## config.mk

```make
export PLATFORM = sky130hd
export DESIGN_NAME = rst_seq_xil7series
export DESIGN_NICKNAME = d
export VERILOG_FILES = /design/src/rtl/rst_seq_xil7series.sv
export SDC_FILE = /design/constraint.sdc
export NUM_CORES = 1
export LEC_CHECK = 0
export BUFFER_PORTS_ARGS = -buffer_cell sky130_fd_sc_hd__buf_4
export CAP_MARGIN = 10
export CORE_MARGIN = 1.5
export CORE_UTILIZATION = 23
export DETAILED_ROUTE_END_ITERATION = 6
export PLACE_DENSITY = 0.42
export SYNTH_ARGS = -nofsm -noshare
export SYNTH_HDL_FRONTEND = slang
export SYNTH_SLANG_ARGS = --single-unit
```

## constraint.sdc

```tcl
create_clock -name clk_sys -period 2.22 [get_ports clk_sys]
set_input_delay 0.222 -clock clk_sys [delete_from_list [all_inputs] [get_ports clk_sys]]
set_output_delay 0.222 -clock clk_sys [all_outputs]
set_load 0.05 [all_outputs]
```

## src/rtl/rst_seq_xil7series.sv

```systemverilog
// Reset sequencer for the clk_sys domain.
// Synchronises PLL lock and the board button, debounces the button, and
// releases rst_periph_n_o first and rst_core_n_o StageGap cycles later once
// every reset cause has been quiet for HoldCycles. It keeps a sticky record of
// what caused the last reset and counts PLL lock losses.
// Optional watchdog: define RST_SEQ_WDOG_EN to build it in.
module rst_seq_xil7series #(
  parameter int SyncStages     = 2,
  parameter int DebounceCycles = 1000,
  parameter int HoldCycles     = 16,
  parameter int StageGap       = 8,
  parameter int WdogCycles     = 1_000_000
) (
  input  logic       clk_sys,
  input  logic       rst_sys,
  input  logic       pll_locked_i,
  input  logic       ext_rst_ni,
  input  logic       sw_rst_req_i,
  input  logic       wdog_kick_i,
  output logic       rst_periph_n_o,
  output logic       rst_core_n_o,
  output logic       rst_active_o,
  output logic [3:0] rst_cause_o,
  output logic [7:0] lock_loss_cnt_o
);

  localparam int DbW   = (DebounceCycles > 1) ? $clog2(DebounceCycles) : 1;
  localparam int HoldW = (HoldCycles > 1) ? $clog2(HoldCycles) : 1;
  localparam int GapW  = (StageGap > 1) ? $clog2(StageGap) : 1;

  localparam logic [DbW-1:0]   DbLast   = DbW'(DebounceCycles - 1);
  localparam logic [HoldW-1:0] HoldLast = HoldW'(HoldCycles - 1);
  localparam logic [GapW-1:0]  GapLast  = GapW'(StageGap - 1);

  typedef enum logic [1:0] {
    HOLD       = 2'd0,
    REL_PERIPH = 2'd1,
    RUN        = 2'd2
  } state_e;

  state_e state_q, state_d;

  logic [SyncStages-1:0] lock_sync_q, lock_sync_d;
  logic [SyncStages-1:0] btn_sync_q, btn_sync_d;
  logic                  btn_db_q, btn_db_d;
  logic [DbW-1:0]        db_cnt_q, db_cnt_d;
  logic [HoldW-1:0]      hold_cnt_q, hold_cnt_d;
  logic [GapW-1:0]       gap_cnt_q, gap_cnt_d;
  logic                  periph_n_q, periph_n_d;
  logic                  core_n_q, core_n_d;
  logic [3:0]            cause_q, cause_d;
  logic                  lock_prev_q, lock_prev_d;
  logic [7:0]            lock_cnt_q, lock_cnt_d;

  logic       locked_sync;
  logic       btn_sync;
  logic       wdog_exp;
  logic [3:0] cause_vec;
  logic       any_cause;

  assign locked_sync = lock_sync_q[SyncStages-1];
  assign btn_sync    = btn_sync_q[SyncStages-1];

  // Shift the raw async levels into the synchroniser chains.
  always_comb begin
    lock_sync_d = {lock_sync_q[SyncStages-2:0], pll_locked_i};
    btn_sync_d  = {btn_sync_q[SyncStages-2:0], ext_rst_ni};
  end

  // Accept a new button level only after it has differed for DebounceCycles cycles.
  always_comb begin
    btn_db_d = btn_db_q;
    db_cnt_d = '0;
    if (btn_sync != btn_db_q) begin
      if (db_cnt_q == DbLast) begin
        btn_db_d = btn_sync;
      end else begin
        db_cnt_d = db_cnt_q + 1'b1;
      end
    end
  end

`ifdef RST_SEQ_WDOG_EN
  localparam int WdW = (WdogCycles > 1) ? $clog2(WdogCycles) : 1;
  localparam logic [WdW-1:0] WdLast = WdW'(WdogCycles - 1);

  logic [WdW-1:0] wdog_cnt_q, wdog_cnt_d;

  // Count unkicked RUN cycles; a kick always beats expiry in the same cycle.
  always_comb begin
    wdog_cnt_d = '0;
    wdog_exp   = 1'b0;
    if ((state_q == RUN) && !wdog_kick_i) begin
      if (wdog_cnt_q == WdLast) begin
        wdog_exp   = 1'b1;
        wdog_cnt_d = wdog_cnt_q;
      end else begin
        wdog_cnt_d = wdog_cnt_q + 1'b1;
      end
    end
  end

  // Watchdog counter register.
  always_ff @(posedge clk_sys or posedge rst_sys) begin
    if (rst_sys) begin
      wdog_cnt_q <= '0;
    end else begin
      wdog_cnt_q <= wdog_cnt_d;
    end
  end
`else
  logic unused_wdog;
  assign unused_wdog = wdog_kick_i ^ (WdogCycles == 0);
  assign wdog_exp    = 1'b0;
`endif

  assign cause_vec = {wdog_exp, sw_rst_req_i, !btn_db_q, !locked_sync};
  assign any_cause = |cause_vec;

  // Sequencer: any cause forces HOLD, otherwise walk HOLD -> REL_PERIPH -> RUN.
  always_comb begin
    state_d    = state_q;
    hold_cnt_d = hold_cnt_q;
    gap_cnt_d  = gap_cnt_q;
    periph_n_d = periph_n_q;
    core_n_d   = core_n_q;
    cause_d    = cause_q;
    if (any_cause) begin
      state_d    = HOLD;
      hold_cnt_d = '0;
      periph_n_d = 1'b0;
      core_n_d   = 1'b0;
      // A fresh reset replaces the record; causes arriving during HOLD accumulate.
      cause_d    = (state_q == HOLD) ? (cause_q | cause_vec) : cause_vec;
    end else begin
      case (state_q)
        HOLD: begin
          if (hold_cnt_q == HoldLast) begin
            state_d    = REL_PERIPH;
            periph_n_d = 1'b1;
            gap_cnt_d  = '0;
          end else begin
            hold_cnt_d = hold_cnt_q + 1'b1;
          end
        end
        REL_PERIPH: begin
          if (gap_cnt_q == GapLast) begin
            state_d  = RUN;
            core_n_d = 1'b1;
          end else begin
            gap_cnt_d = gap_cnt_q + 1'b1;
          end
        end
        RUN: begin
          periph_n_d = 1'b1;
          core_n_d   = 1'b1;
        end
        default: begin
          state_d    = HOLD;
          hold_cnt_d = '0;
          periph_n_d = 1'b0;
          core_n_d   = 1'b0;
        end
      endcase
    end
  end

  // Saturating count of synchronised lock 1->0 transitions.
  always_comb begin
    lock_prev_d = locked_sync;
    lock_cnt_d  = lock_cnt_q;
    if (lock_prev_q && !locked_sync && (lock_cnt_q != 8'hFF)) begin
      lock_cnt_d = lock_cnt_q + 8'd1;
    end
  end

  // Synchroniser and debounce registers; the button idles released (high).
  always_ff @(posedge clk_sys or posedge rst_sys) begin
    if (rst_sys) begin
      lock_sync_q <= '0;
      btn_sync_q  <= '1;
      btn_db_q    <= 1'b1;
      db_cnt_q    <= '0;
    end else begin
      lock_sync_q <= lock_sync_d;
      btn_sync_q  <= btn_sync_d;
      btn_db_q    <= btn_db_d;
      db_cnt_q    <= db_cnt_d;
    end
  end

  // Sequencer state, reset outputs and cause record.
  always_ff @(posedge clk_sys or posedge rst_sys) begin
    if (rst_sys) begin
      state_q    <= HOLD;
      hold_cnt_q <= '0;
      gap_cnt_q  <= '0;
      periph_n_q <= 1'b0;
      core_n_q   <= 1'b0;
      cause_q    <= 4'b0000;
    end else begin
      state_q    <= state_d;
      hold_cnt_q <= hold_cnt_d;
      gap_cnt_q  <= gap_cnt_d;
      periph_n_q <= periph_n_d;
      core_n_q   <= core_n_d;
      cause_q    <= cause_d;
    end
  end

  // Lock-loss edge detector and counter registers.
  always_ff @(posedge clk_sys or posedge rst_sys) begin
    if (rst_sys) begin
      lock_prev_q <= 1'b0;
      lock_cnt_q  <= 8'd0;
    end else begin
      lock_prev_q <= lock_prev_d;
      lock_cnt_q  <= lock_cnt_d;
    end
  end

  assign rst_periph_n_o  = periph_n_q;
  assign rst_core_n_o    = core_n_q;
  assign rst_active_o    = (state_q != RUN);
  assign rst_cause_o     = cause_q;
  assign lock_loss_cnt_o = lock_cnt_q;

endmodule

```

==> summary.md, run 1 <==
| Metric | Value |
|---|---|
| H-Tree Level Count | `2` |
| Hold bufs inserted after CTS | `0` |
| Global-route wire length before repair | `around 6300 um` |
| Count of flip-flops with a built-in enable after synthesis | `0` |
| Parity-gate share of the synthesized area counting xor and xnor cells | `between 5 and 6%` |
| Largest net degree at the start of global routing | `39` |
| Peak Freq | `between 500 and 600 MHz` |
| Chip height | `~90 um` |
| Minimum setup slack among reg-to-reg paths | `about 0.42 ns` |
| Footprint of the multi-input gates | `795 sq um` |
| Number of hold-slack violations in the final timing report | `0` |
| Switching Power | `around 600 uW` |
| Synth-to-Final Area Change | `20.9%` |
| Min-Delay Path Class | `input port to flop` |
| Total Neg Setup Slack | `0 ns` |
| Count of mapped cells out of synthesis | `approximately 170` |
| DP Wirelength | `about 2400 um` |
| Number of cell instances on the worst register-to-register path | `6` |
| Total number of nets in the final design | `about 210` |
| Std cell rows | `32` |
| Area of the die | `8410 sq um` |
| Fraction of layout cells with a size suffix above 1 | `between 10% and 20%` |
| Most frequent cells in the layout | `sky130_fd_sc_hd__dfrtp_1, sky130_fd_sc_hd__buf_4, sky130_fd_sc_hd__nand3_1, sky130_fd_sc_hd__nand2_1` |
| Met1 Use GR | `approximately an eighth` |
| Master of the slowest instance on the critical path | `sky130_fd_sc_hd__dfrtp_1` |
| Cells along the critical path | `inv_1 > ha_1 > and2b_1 > o21bai_1 > and3_4 > mux2_4` |
| Worst Max-Slew Pin Slew | `0.595 ns` |
| Number of setup violations in the final report | `0` |
| Number of nets produced by synthesis | `about 190` |
| Skew-Pair Late Insertion Delay | `roughly 0.30 ns` |
| Core footprint | `7690 sq um` |
| Number of clock buffers inserted by TritonCTS | `5` |
| Maximum vdd drop | `between 700 and 800 uV` |
| Part of the power in registers | `a little under half` |
| Share of the clock period used by the worst path | `80.9%` |
| Critical path class | `flop to flop` |
| First-pass detailed-route iteration total | `4` |
| Sequential-to-total area share from yosys stat | `between 50 and 60%` |
| Global-route usage over all layers | `under 10%` |
| Seq. cell area | `955 sq um` |
| Internal power consumption | `1210 uW` |
| Global routing met3 resource utilization | `under 10%` |
| Power per cell area | `830 nW/um^2` |
| Termination of the worst setup path | `gap_cnt_q[0]$_DFFE_PP0P_` |
| Remaining max-slew budget at the tightest pin | `about three fifths` |
| Synth warnings | `0` |
| Mean instance size in the synthesized netlist | `10.4 sq um` |
| Area fraction in compound gates after synthesis | `between 8 and 9%` |
| Number of global-route vias before repair | `between 1000 and 1500` |
| Residual overflow from global routing | `0` |
| Post-Layout Inst Area | `2190 sq um` |
| CP startpoint | `state_q[1]$_DFFE_PP0P_` |
| Global routing met2 resource utilization | `13.7%` |
| Filler cells | `approximately 840` |
| Number of DRC markers after the initial detailed-route iteration | `around 50` |
| Final routed DRC violation total | `0` |
| Top flip-flop cell by instance count after synthesis | `sky130_fd_sc_hd__dfrtp_1` |
| Final std cells w/o fill | `~300` |
| Min Clock Period, post-route | `1.80 ns` |
| Number of cells in the design after placement | `about 290` |
| Share of flip-flops with an asynchronous set or reset | `between 90% and 100%` |
| End-of-flow core utilization | `~28%` |
| Number of antenna violations at the first check in global routing | `0` |
| CP Launch Type | `flop` |
| Synthesized flop and latch total | `38` |
| Final Power | `between 1500 and 2000 uW` |
| Simple logic cell fraction of the synthesized area | `19.7%` |
| Clock skew after layout | `approximately 0.0073 ns` |
| Mapped cell area | `1810 sq um` |
| Sinks on Clock Net | `38` |
| Largest fanout on the critical path | `7` |
| End of the worst register-to-register path | `gap_cnt_q[0]$_DFFE_PP0P_` |
| Setup crit end kind | `flop` |
| Count of max-cap constraint violations | `0` |
| Most frequent standard cell in the layout excluding fill and tap cells | `sky130_fd_sc_hd__dfrtp_1` |
| Final Max Tran Viols | `0` |
| Portion of total power attributed to combinational logic | `around 22%` |
| Unrepaired setup endpoints after global routing | `no` |
| Largest family of logic cells by synthesized area | `simple AND/OR/NAND/NOR gates` |
| Die boundary width | `91.7 um` |
| P_leak | `around 0.00094 uW` |
| Detail-routed net length per standard cell | `between 10 and 15 um` |
| Buffers added on ports | `18` |
| Number of top-level design ports | `21` |
| Root cell of the clock tree | `sky130_fd_sc_hd__clkbuf_8` |
| Count of nets left with antenna violations after detail routing | `0` |
| Number of distinct library cells after synthesis | `38` |
| Effective utilization at floorplan | `a little under a quarter` |
| Weighted congestion at the end of routability-driven global placement | `about 0.75` |
| Placed cell area | `around 2100 sq um` |
| Resized cells post-CTS | `0` |
| Number of setup buffers added after CTS | `0` |
| Arrival time worst endpoint | `about 2.0 ns` |
| CP max stage delay | `approximately 0.4 ns` |
| Maximum count of clock buffers along a single path | `2` |
| Total Routed Length | `3520 um` |
| CP required | `2.41 ns` |
| Top Usage Layer GRT | `met2` |
| Switching portion of total power | `approximately a third` |
| Source of the worst register-to-register timing path | `state_q[1]$_DFFE_PP0P_` |
| Clock network power share | `32.7%` |
| Synth Area in Adders | `6.22%` |
| Outcome | `finished clean` |
| Mux cell area share after synthesis | `between 3 and 4%` |
| Routed vias | `approximately 1300` |
| Via density per instance | `4.35` |
| Clock transition at the registers of the reported paths | `approximately 0.080 ns` |
| Number of antenna repair diodes | `0` |
| CTS tree | `built` |
-- registers in the layout, summed over array words and instances, names as in the netlist --
name and flops:
rst_cause_o 3, rst_core_n_o 1, db_cnt_q 10, rst_periph_n_o 1
lock_prev_q 1, state_q 2, gap_cnt_q 3, btn_sync_q 2
btn_db_q 1, lock_loss_cnt_o 8, hold_cnt_q 4, lock_sync_q 2
-- through the flow --
step | setup WS (ns) | hold slack, ns
2_1_floorplan | 0.510 | 0.226
4_1_cts | 0.400 | 0.0174
6_report | 0.423 | 0.0277
5_1_grt | 0.276 | 0.00437
3_5_place_dp | 0.421 | 0.332
3_3_place_gp | 0.410 | 0.332
-- how the worst min path moves through the flow --
stage | start | to | slack [ns] | cells past startpoint
5_1_grt | pll_locked_i | lock_sync_q[0]$_DFF_PP0_ | 0.004 | 1
3_3_place_gp | ext_rst_ni | btn_sync_q[0]$_DFF_PP1_ | 0.33 | 1
3_5_place_dp | ext_rst_ni | btn_sync_q[0]$_DFF_PP1_ | 0.33 | 1
6_report | pll_locked_i | lock_sync_q[0]$_DFF_PP0_ | 0.03 | 1
4_1_cts | pll_locked_i | lock_sync_q[0]$_DFF_PP0_ | 0.02 | 1
2_1_floorplan | ext_rst_ni | btn_sync_q[0]$_DFF_PP1_ | 0.23 | 0
-- critical path: cells and delay by family, from the launching register on --
kind,cells,cell delay (ns)
mux,1,0.30
flops,1,0.39
buf+inv,1,0.12
fa+ha+maj,1,0.30
compound gates,1,0.13
simple gates,2,0.46
-- per-layer routing --
metal / share of wire (%) / wire, um / vias up
met5: 0 / 0 / -
met4: 2.1 / 74 / 0
met3: 3.2 / 114 / 8
met2: 42 / 1490 / 26
met1: 52 / 1840 / 627
li1: - / - / 654
-- synth_stat cells, types with 2 or more instances --
cell | number | area share [%]
sky130_fd_sc_hd__dfrtp_1 | 35 | 48
sky130_fd_sc_hd__nand2_1 | 14 | 2.9
sky130_fd_sc_hd__nand3_1 | 14 | 3.9
sky130_fd_sc_hd__inv_1 | 12 | 2.5
sky130_fd_sc_hd__nor2_1 | 12 | 2.5
sky130_fd_sc_hd__ha_1 | 9 | 6.2
sky130_fd_sc_hd__xnor2_1 | 9 | 4.4
sky130_fd_sc_hd__a21oi_1 | 8 | 2.2
sky130_fd_sc_hd__o21ai_0 | 8 | 2.2
sky130_fd_sc_hd__nand4_1 | 6 | 2.1
sky130_fd_sc_hd__nor3_1 | 5 | 1.4
sky130_fd_sc_hd__a31oi_1 | 3 | 1.0
sky130_fd_sc_hd__dfstp_2 | 3 | 4.4
sky130_fd_sc_hd__mux2_2 | 3 | 1.9
sky130_fd_sc_hd__or3_1 | 3 | 1.0
sky130_fd_sc_hd__a211oi_1 | 2 | 0.83
sky130_fd_sc_hd__and3_1 | 2 | 0.69
sky130_fd_sc_hd__and4_1 | 2 | 0.97
sky130_fd_sc_hd__mux2i_1 | 2 | 1.1
sky130_fd_sc_hd__nand2b_1 | 2 | 0.69
sky130_fd_sc_hd__nor2b_1 | 2 | 0.69
sky130_fd_sc_hd__xor2_1 | 2 | 0.97
-- power groups by stage --
stage / combinational (uW) / sequential [uW] / clock [uW]
floorplan: 103 / 1010 / 0
global placement: 397 / 846 / 0
detailed placement: 396 / 847 / 0
CTS: 396 / 834 / 620
global route: 421 / 846 / 649
finish: 391 / 830 / 594
-- final cells by class --
type	instances	share of cell area [%]
Clock inverter	3	1.83
Tap cell	102	5.83
Multi-Input combinational cell	121	36.3
Clock buffer	5	3.14
Sequential cell	38	43.6
Timing Repair Buffer	21	7.20
Inverter	12	2.06
-- logic make-up after synthesis --
family / Yosys count
simple gates: 68
fa+ha+maj: 9
mux: 6
buf+inv: 15
other cells: 1
compound gates: 26
xor+xnor: 11
flops: 38
Note: power is estimated with default switching activity, not from simulation.
==> inputs of run 2 (changes only) <==
--- a/config.mk
+++ b/config.mk
@@ -10,7 +10,7 @@
 export CORE_MARGIN = 1.5
 export CORE_UTILIZATION = 23
 export DETAILED_ROUTE_END_ITERATION = 6
-export PLACE_DENSITY = 0.42
+export PLACE_DENSITY = 0.44
 export SYNTH_ARGS = -nofsm -noshare
 export SYNTH_HDL_FRONTEND = slang
 export SYNTH_SLANG_ARGS = --single-unit
==> constraint.sdc (replaced) <==
create_clock -name clk_sys -period 1.56 [get_ports clk_sys]
set_input_delay 0.156 -clock clk_sys [delete_from_list [all_inputs] [get_ports clk_sys]]
set_output_delay 0.156 -clock clk_sys [all_outputs]
set_load 0.05 [all_outputs]
==> run 2 against run 1 <==
  * The run now ends with hold timing, setup timing left
  * Routed wire length grew 4.1%
  * Sequential power grew 40%
  * Critical path depth is the same
  * Worst hold slack lost 0.038 ns
  * Total power grew 38%
  * Combinational power grew 63%
  * Flip-flop and latch count is the same
  * Non-clock buffer count grew 21
  * Global-route usage grew 0.24 points
  * Count of clock-buffer cells in the layout grew 2
  * First-iteration DRC count shrank 45%
  * Cell area grew 8.5%
  * Critical endpoint unchanged
  * Largest cell class unchanged
  * Largest power group unchanged
==> summary.md, run 2 (same netlist as run 1, synthesis figures left out) <==
| Metric | Value |
|---|---|
| Global-route wire length before repair | `6460 um (+2.0%)` |
| End-of-flow core utilization | `30.9% (+2.4 points)` |
| Total Routed Length | `3670 um (+4.1%)` |
| Residual overflow from global routing | `0 (unchanged)` |
| Number of setup violations in the final report | `4 (+4)` |
| Most frequent standard cell in the layout excluding fill and tap cells | `sky130_fd_sc_hd__buf_4` |
| Unrepaired setup endpoints after global routing | `yes` |
| Via density per instance | `4.22 (-3.1%)` |
| Min-Delay Path Class | `input port to async pin` |
| Effective utilization at floorplan | `23.6% (unchanged)` |
| Skew-Pair Late Insertion Delay | `0.28 ns (-0.02 ns)` |
| Number of hold-slack violations in the final timing report | `12 (+12)` |
| Number of top-level design ports | `21 (unchanged)` |
| Final Max Tran Viols | `0 (unchanged)` |
| Number of DRC markers after the initial detailed-route iteration | `28 (-45%)` |
| Power per cell area | `1050 nW/um^2 (+27%)` |
| Global-route usage over all layers | `9.69% (+0.24 points)` |
| First-pass detailed-route iteration total | `4 (unchanged)` |
| Violated checks | `hold timing, setup timing` |
| Number of clock buffers inserted by TritonCTS | `5 (unchanged)` |
| CP Launch Type | `flop` |
| Clock transition at the registers of the reported paths | `0.07 ns (about the same)` |
| Most frequent cells in the layout | `sky130_fd_sc_hd__buf_4, sky130_fd_sc_hd__dfrtp_1, sky130_fd_sc_hd__nand2_1, sky130_fd_sc_hd__nand3_1, sky130_fd_sc_hd__nor2_1` |
| Worst Slack Setup Final | `-0.0826 ns (-0.506 ns)` |
| Critical path class | `flop to flop` |
| DP Wirelength | `2570 um (+7.1%)` |
| Number of global-route vias before repair | `1373 (+2.7%)` |
| Worst-case hold slack | `-0.0101 ns (-0.0378 ns)` |
| Remaining max-slew budget at the tightest pin | `66.2% (+6.2 points)` |
| Min Clock Period, post-route | `1.64 ns (-0.154 ns)` |
| CP required | `1.73 ns (-0.68 ns)` |
| H-Tree Level Count | `2 (unchanged)` |
| Worst Max-Slew Pin Slew | `0.507 ns (-0.0880 ns)` |
| Synth-to-Final Area Change | `31.2%` |
| Maximum vdd drop | `1040 uV (+44%)` |
| Routed vias | `1363 (+3.7%)` |
| Total number of nets in the final design | `235 (+9.8%)` |
| Chip height | `91.7 um (unchanged)` |
| Core footprint | `7690 sq um (unchanged)` |
| Buffers added on ports | `18 (unchanged)` |
| Number of cells in the design after placement | `312 (+6.1%)` |
| Final std cells w/o fill | `323 (+7.0%)` |
| P_leak | `0.00104 uW (+11%)` |
| Share of the clock period used by the worst path | `105% (+24 points)` |
| Setup crit end kind | `flop` |
| Number of flip-flops in the largest register | `10 (unchanged)` |
| Largest net degree at the start of global routing | `39 (unchanged)` |
| Fraction of layout cells with a size suffix above 1 | `31.7% (+12 points)` |
| Final routed DRC violation total | `0 (unchanged)` |
| Area of the die | `8410 sq um (unchanged)` |
| Largest fanout on the critical path | `2 (-5)` |
| Number of antenna violations at the first check in global routing | `0 (unchanged)` |
| Std cell rows | `32 (unchanged)` |
| Count of nets left with antenna violations after detail routing | `0 (unchanged)` |
| Register containing the most flip-flops in the final layout | `db_cnt_q` |
| CTS tree | `built` |
| Count of max-cap constraint violations | `0 (unchanged)` |
| Clock skew after layout | `0.00385 ns (-0.00344 ns)` |
| Number of antenna repair diodes | `0 (unchanged)` |
| Worst slack at placement | `-0.0908 ns (-0.512 ns)` |
| Maximum count of clock buffers along a single path | `2 (unchanged)` |
| Detail-routed net length per standard cell | `11.4 um (-2.7%)` |
| Peak Freq | `609 MHz (+9.4%)` |
| Sinks on Clock Net | `38 (unchanged)` |
| Arrival time worst endpoint | `1.82 ns (-0.17 ns)` |
| Die boundary width | `91.7 um (unchanged)` |
| Weighted congestion at the end of routability-driven global placement | `0.727 (-3.2%)` |
| Outcome | `complete, but fails checks` |
| Root cell of the clock tree | `sky130_fd_sc_hd__clkbuf_8` |
==> run 2: cell types whose count changed in the layout (fill, tap and decap cells not counted), sizes merged <==
cell,before,now
bufinv,1,0
clkbuf,5,7
dlygate4sd3,0,2
clkinv,2,1
buf,21,40
==> run 2: path summary, 6_finish.rpt <==
check	start	end	slack (ns)	depth (start not counted)
hold / removal	rst_sys	db_cnt_q[6]$_DFF_PP0_	-0.01	3
setup reg to reg	gap_cnt_q[0]$_DFFE_PP0P_	gap_cnt_q[0]$_DFFE_PP0P_	-0.08	6
max in group asynchronous	rst_sys	lock_loss_cnt_o[4]$_DFFE_PP0P_	1.19	3
setup / recovery	gap_cnt_q[0]$_DFFE_PP0P_	gap_cnt_q[0]$_DFFE_PP0P_	-0.08	6
min in group clk_sys	sw_rst_req_i	rst_cause_o[2]$_DFFE_PP0N_	0.08	2
hold reg to reg	lock_sync_q[0]$_DFF_PP0_	lock_sync_q[1]$_DFF_PP0_	0.35	0
==> run 2: area by class of cell <==
type / instances / area (sq um)
Tap cell: 102 / 128
Sequential cell: 38 / 960
Inverter: 12 / 45.0
Timing Repair Buffer: 42 / 320
Multi-Input combinational cell: 121 / 831
Clock buffer: 7 / 86.3
Fill cell: 813 / 5310
Clock inverter: 1 / 5.00
==> run 2: report_power, final <==
group	switching (uW)	leakage (uW)	internal, uW
Clock	342	0.0000482	357
Combinational	415	0.000524	223
Sequential	79.6	0.000469	1080
Total	836	0.00104	1660
==> run 2: per-layer routing <==
metal	global-route usage, %	vias to the layer above	share of wire, %
li1	-	696	-
met1	13.0	646	49
met2	15.0	19	48
met3	2.82	2	3.3
met4	3.08	0	0.41
met5	0	-	0
==> run 2: metrics by stage <==
step	power [uW]	setup TNS (ns)	area [sq um]
finish	2500	-0.229	2370
global route	2640	-0.739	2370
CTS	2550	-0.324	2340
floorplan	1600	-0.216	1820
global placement	1820	-0.166	2220
detailed placement	1820	-0.177	2220
==> run 2: critical path: stages (launching register included) <==
cell and delay [ns]:
sky130_fd_sc_hd__dfrtp_1 0.39, sky130_fd_sc_hd__ha_2 0.18, sky130_fd_sc_hd__ha_2 0.15, sky130_fd_sc_hd__and2b_1 0.21, sky130_fd_sc_hd__o21bai_1 0.11, sky130_fd_sc_hd__and3_4 0.20
sky130_fd_sc_hd__mux2_4 0.29
==> run 2: what timing repair did <==
action | 4_1_cts | 5_1_grt
resized for setup | 0 | 7
hold endpoints to repair | 2 | 0
buffers inserted | 1 | 0
hold buffers | 2 | 0
setup endpoints to repair | 3 | 9
pin swaps | 3 | 4
